<file path="src/rtl/ctrl_encode_def.sv">
// Encodings shared between the fetch unit and the controller:
// next-PC selectors and instruction field positions.
package ctrl_encode_def;

   localparam logic [1:0] NPC_PLUS4  = 2'b00;
   localparam logic [1:0] NPC_BRANCH = 2'b01;
   localparam logic [1:0] NPC_JUMP   = 2'b10;
   localparam logic [1:0] NPC_JR     = 2'b11;

   localparam int OP_MSB    = 31;
   localparam int OP_LSB    = 26;
   localparam int FUNCT_MSB = 5;
   localparam int FUNCT_LSB = 0;
   localparam int IMM16_MSB = 15;
   localparam int IMM26_MSB = 25;

endpackage

</file>
<file path="src/rtl/ifu_fetch_npc_calc.sv">
// Combinational next-PC selection for the retiring instruction.
// misalign flags a JR whose register target is not word aligned.
module npc_calc
   import ctrl_encode_def::*;
#(
   parameter int AW = 32
) (
   input  logic [AW-1:0] pc_out,
   input  logic [31:0]   inst,
   input  logic [1:0]    npc_op,
   input  logic [31:0]   rs_data,
   output logic [AW-1:0] npc,
   output logic          misalign
);

   logic [AW-1:0] p4_s;
   logic [AW-1:0] br_off_s;
   logic          unused_op_s;

   assign unused_op_s = ^inst[OP_MSB:OP_LSB];

   // Select the successor address; p4 is aligned because pc_out always is.
   always_comb begin
      p4_s     = pc_out + AW'(32'd4);
      br_off_s = {{(AW-18){inst[IMM16_MSB]}}, inst[IMM16_MSB:0], 2'b00};
      npc      = p4_s;
      misalign = 1'b0;
      case (npc_op)
         NPC_PLUS4:  npc = p4_s;
         NPC_BRANCH: npc = p4_s + br_off_s;
         NPC_JUMP:   npc = {p4_s[AW-1:28], inst[IMM26_MSB:0], 2'b00};
         NPC_JR: begin
            npc      = {rs_data[AW-1:2], 2'b00};
            misalign = (rs_data[1:0] != 2'b00);
         end
         default:    npc = p4_s;
      endcase
   end

endmodule

</file>
<file path="src/rtl/ifu_fetch.sv">
// Instruction fetch unit: one outstanding imem read, holds the fetched word
// for decode until consumed, then advances the PC by the resolved NPCOp.
module ifu_fetch
   import ctrl_encode_def::*;
#(
   parameter int            AW       = 32,
   parameter logic [AW-1:0] RESET_PC = 32'h0000_3000
) (
   input  logic          clk,
   input  logic          rst,
   output logic          imem_req,
   output logic [AW-1:0] imem_addr,
   input  logic          imem_gnt,
   input  logic          imem_rvalid,
   input  logic [31:0]   imem_rdata,
   output logic          inst_valid,
   input  logic          inst_ready,
   output logic [31:0]   inst,
   output logic [AW-1:0] pc_out,
   output logic [5:0]    Op,
   output logic [5:0]    Funct,
   input  logic [1:0]    NPCOp,
   input  logic [31:0]   rs_data,
   output logic          addr_err,
   output logic [31:0]   retired
);

   typedef enum logic [1:0] {
      S_IDLE = 2'd0,
      S_REQ  = 2'd1,
      S_WAIT = 2'd2,
      S_HOLD = 2'd3
   } state_e;

   state_e        state_q, state_d;
   logic [AW-1:0] pc_q, pc_d;
   logic [AW-1:0] pc_out_q, pc_out_d;
   logic [31:0]   inst_q, inst_d;
   logic [31:0]   retired_q, retired_d;
   logic          addr_err_q, addr_err_d;
   logic [AW-1:0] npc_s;
   logic          misalign_s;

   npc_calc #(.AW(AW)) u_npc_calc (
      .pc_out   (pc_out_q),
      .inst     (inst_q),
      .npc_op   (NPCOp),
      .rs_data  (rs_data),
      .npc      (npc_s),
      .misalign (misalign_s)
   );

   // Handshake sequencing and the register updates each state owns.
   always_comb begin
      state_d    = state_q;
      pc_d       = pc_q;
      pc_out_d   = pc_out_q;
      inst_d     = inst_q;
      retired_d  = retired_q;
      addr_err_d = addr_err_q;
      case (state_q)
         S_IDLE: state_d = S_REQ;
         S_REQ: begin
            if (imem_gnt) state_d = S_WAIT;
            else          state_d = S_REQ;
         end
         S_WAIT: begin
            if (imem_rvalid) begin
               inst_d   = imem_rdata;
               pc_out_d = pc_q;
               state_d  = S_HOLD;
            end else begin
               state_d  = S_WAIT;
            end
         end
         S_HOLD: begin
            if (inst_ready) begin
               pc_d       = npc_s;
               retired_d  = retired_q + 32'd1;
               addr_err_d = addr_err_q | misalign_s;
               state_d    = S_REQ;
            end else begin
               state_d    = S_HOLD;
            end
         end
         default: state_d = S_IDLE;
      endcase
   end

   // State and datapath registers; reset discards any transaction in flight.
   always_ff @(posedge clk or posedge rst) begin
      if (rst) begin
         state_q    <= S_IDLE;
         pc_q       <= RESET_PC;
         pc_out_q   <= {AW{1'b0}};
         inst_q     <= 32'h0000_0000;
         retired_q  <= 32'h0000_0000;
         addr_err_q <= 1'b0;
      end else begin
         state_q    <= state_d;
         pc_q       <= pc_d;
         pc_out_q   <= pc_out_d;
         inst_q     <= inst_d;
         retired_q  <= retired_d;
         addr_err_q <= addr_err_d;
      end
   end

   assign imem_req   = (state_q == S_REQ);
   assign inst_valid = (state_q == S_HOLD);
   assign imem_addr  = pc_q;
   assign inst       = inst_q;
   assign pc_out     = pc_out_q;
   assign Op         = inst_q[OP_MSB:OP_LSB];
   assign Funct      = inst_q[FUNCT_MSB:FUNCT_LSB];
   assign addr_err   = addr_err_q;
   assign retired    = retired_q;

endmodule

</file>
<file path="config.mk">
export PLATFORM = sky130hd
export DESIGN_NAME = ifu_fetch
export DESIGN_NICKNAME = d
export VERILOG_FILES = /design/src/rtl/ctrl_encode_def.sv /design/src/rtl/ifu_fetch_npc_calc.sv /design/src/rtl/ifu_fetch.sv
export SDC_FILE = /design/constraint.sdc
export NUM_CORES = 1
export LEC_CHECK = 0
export CAP_MARGIN = 20
export CELL_PAD_IN_SITES_DETAIL_PLACEMENT = 0
export CELL_PAD_IN_SITES_GLOBAL_PLACEMENT = 1
export CORE_UTILIZATION = 49
export CTS_CLUSTER_SIZE = 10
export DETAILED_ROUTE_END_ITERATION = 8
export DONT_BUFFER_PORTS = 1
export GPL_ROUTABILITY_DRIVEN = 0
export PLACE_DENSITY = 0.83
export SLEW_MARGIN = 10
export SYNTH_ARGS = -nofsm -noshare
export SYNTH_HDL_FRONTEND = slang
export SYNTH_SLANG_ARGS = --single-unit
</file>
<file path="constraint.sdc">
create_clock -name clk -period 5.1 [get_ports clk]
set_input_delay 1.275 -clock clk [delete_from_list [all_inputs] [get_ports clk]]
set_output_delay 1.275 -clock clk [all_outputs]
set_load 0.01 [all_outputs]
</file>
==> flow_summary.toml <==
[status]
status = "finished, final reports clean"

[power_and_ir_drop]
p_leak_nw = 3.83
power_w = 0.00616
seq_power_share_pct = 35.6
pwr-share-comb_pct = 43.7
pwr_density_cell_nw_per_um2 = 716
clkPwrFrac_pct = 20.7
power_switching_w = 0.00269
ir_worst_vdd_uv = 336
swShare_pct = 43.7
power.internal_w = 0.00347

[placement]
dp_hpwl_um = 14600
post_dp_cell_area_sq_um = 7980
port_buffers = 0

[global_route]
grt.overflow.total = 0
grt_pass1_wl_um = 31800
grt_antenna_before_repair = 1
grt_pass1_vias = 5974
grt_max_degree = 94
grt_use_total_pct = 25.2

[die]
die_w_um = 129
io_pins = 214
fp-row-count = 45
core_sq_um = 15400
die_y_um = 129
initial_core_util_pct = 51.0
dieArea_sq_um = 16600

[detailed_routing]
drtPass1Iterations = 5
wl_per_cell_um = 20.8
viasPerCell = 6.04
drtIter0Drc = 355
routed_wl_um = 20200
drc = 0
vias = 5879
postRouteAntennaNets = 0

[setup_path]
cp_top_family = "simple AND/OR/NAND/NOR gates"
crit_start = "pc_out[2]"
critPathMaxStageDelay_ns = 0.49
critPathMaxFanout = 6
path_cells = "ha_1, nand2_1, nor3_2, and3_1, nand4_1, xnor2_1, ha_1, nand2_1, nor3_1, a41oi_1, o31ai_1, mux2i_1, o221a_2"
slowest_stage = "dfrtp_1"
r2r-start = "pc_out[2]"
cp.arrival_ns = 4.34
startpoint_type = "flip-flop"
end_kind = "flip-flop"
cp.required_ns = 5.46
crit_buf_inv = 0
crit_type = "reg -> reg"

[clock_tree]
cts_buffers = 17
cts.clk_slew.worst_paths_ns = 0.06
cts.path.max_buffers = 2
cts.sinks = 131
cts_tree = "yes"
clockRootBuffer = "clkbuf_16"
postCtsSetupRepairBufs = 0
clk_latency_ns = 0.42
post_cts_resized = 0
hold_buffers = 0
cts_max_level = 4

[timing]
finalCriticalPeriod_ns = 3.97
fmaxAchievable_ghz = 0.252
maxSlewHeadroom_pct = 39.0
fin_worst_skew_ns = 0.00476
hold_viol = 0
period_share_pct = 77.9
rsz0062_at_grt = "no"
setup_tns_ns = 0
maxSlewViolCount = 0
setup_violations = 0
worst_slew_pin_slew_ns = 0.916

[final_layout]
stdcell_area_sq_um = 8600
final_common_cell = "dfrtp_1"
nets = 856
area_delta_synth_final_pct = 9.36
drive_above_1_share_pct = 17.3
final_cell_mix = "dfrtp_1 (129), nand2_1 (95), mux2_2 (65)"
fin_util_pct = 55.7
fillers = 1355

[yosys]
ys.warnings.count = 0
synthDistinctLibCells = 57
yosysSeqAreaShare_pct = 41.7
syn_area_sq_um = 7860
syn-instance-count = 762
syn_nets = 870
ys_async_sr_fraction_pct = 100
ys.flop_type = "dfrtp_1"
ys_ff_latch = 131
synth_edf_count = 0
syn_avg_cell_area_sq_um = 10.3

[min_path]
hold_class = "reg -> reg"
hp-start = "retired[31]"

[flow_run]
maxCapViolations = 0
## state kept, by name, summed over array words and instances (netlist names)
signal	count
imem_addr	32
inst	32
pc_out	32
retired	32
state_q	2
addr_err	1
## path summary, 6_finish.rpt
check	cells past startpoint	slack [ns]	end
worst min register to register	1	0.53	retired[31]
worst max-delay path	13	1.13	imem_addr[27]
worst max register to register	13	1.13	imem_addr[27]
min in group asynchronous	1	0.85	inst[0]
worst min-delay path	1	0.53	retired[31]
max in group asynchronous	2	3.28	retired[22]
## layer usage
| layer | vias to the layer above | GRT usage, % | wire length [um] |
|---|---|---|---|
| li1 | 2705 | - | - |
| met1 | 2912 | 30.8 | 8390 |
| met2 | 229 | 42.1 | 9820 |
| met3 | 33 | 7.03 | 1570 |
| met4 | 0 | 10.3 | 444 |
| met5 | - | 0 | 0 |
## cells by family after synthesis
family | Yosys count | synth area share (%)
AND/OR/NAND/NOR | 241 | 14.7
flip-flops | 131 | 41.7
AO/OA/AOI/OAI | 122 | 9.85
multiplexers | 98 | 15.4
XOR/XNOR | 83 | 9.34
buffers and inverters | 50 | 3.02
adder cells (fa/ha/maj) | 37 | 5.98
## area by class of cell
| class | instances | area, sq um | share of cell area [%] |
|---|---|---|---|
| Multi-Input combinational cell | 581 | 4350 | 50.5 |
| Sequential cell | 131 | 3280 | 38.1 |
| Clock buffer | 18 | 439 | 5.11 |
| Tap cell | 211 | 264 | 3.07 |
| Clock inverter | 14 | 179 | 2.08 |
| Inverter | 12 | 50.0 | 0.582 |
| Timing Repair Buffer | 5 | 37.5 | 0.436 |
| Antenna cell | 1 | 2.50 | 0.0291 |
## through the flow
step	instances	worst slack, ns	hold slack (ns)
after floorplan	762	0.331	0.493
after global placement	940	1.37	0.519
after detailed placement	940	1.17	0.524
after CTS	972	1.12	0.532
after global routing	973	0.773	0.559
final	973	1.13	0.534
## cells in the mapped netlist, types with 2 or more instances
master	instances	area [sq um]
dfrtp_1	129	3230
nand2_1	95	357
mux2_2	65	732
xnor2_1	60	526
nor2_1	44	165
ha_1	36	450
a21oi_1	35	175
nand3_1	29	145
xor2_1	22	193
mux2i_1	21	210
clkbuf_1	18	67.6
nand4_1	18	113
o21ai_0	18	90.1
and3_1	13	81.3
a21o_1	12	90.1
buf_4	12	90.1
inv_1	12	45.0
mux4_2	12	270
nor3_1	12	60.1
o21ai_1	11	55.1
o211ai_1	9	67.6
a31oi_1	7	43.8
nand2b_1	7	43.8
buf_1	4	15.0
buf_2	4	20.0
nor2b_1	4	25.0
o22ai_1	4	25.0
o31ai_1	4	30.0
and2_1	3	18.8
and4_1	3	26.3
nand3b_1	3	22.5
or2_2	3	18.8
a211oi_1	2	15.0
a21boi_0	2	15.0
a22oi_1	2	15.0
a31o_2	2	17.5
a41oi_1	2	17.5
dfstp_2	2	52.6
nand3_2	2	20.0
o2111ai_1	2	17.5
## power groups by stage
stage                     registers (W)  clock network [W]  logic, W
after global placement          0.00219                  0   0.00260
final                           0.00219            0.00127   0.00269
after floorplan                 0.00197                  0   0.00229
after detailed placement        0.00221                  0   0.00266
after CTS                       0.00220            0.00129   0.00269
after global routing            0.00226            0.00134   0.00301
(Power assumes the default switching activity.)
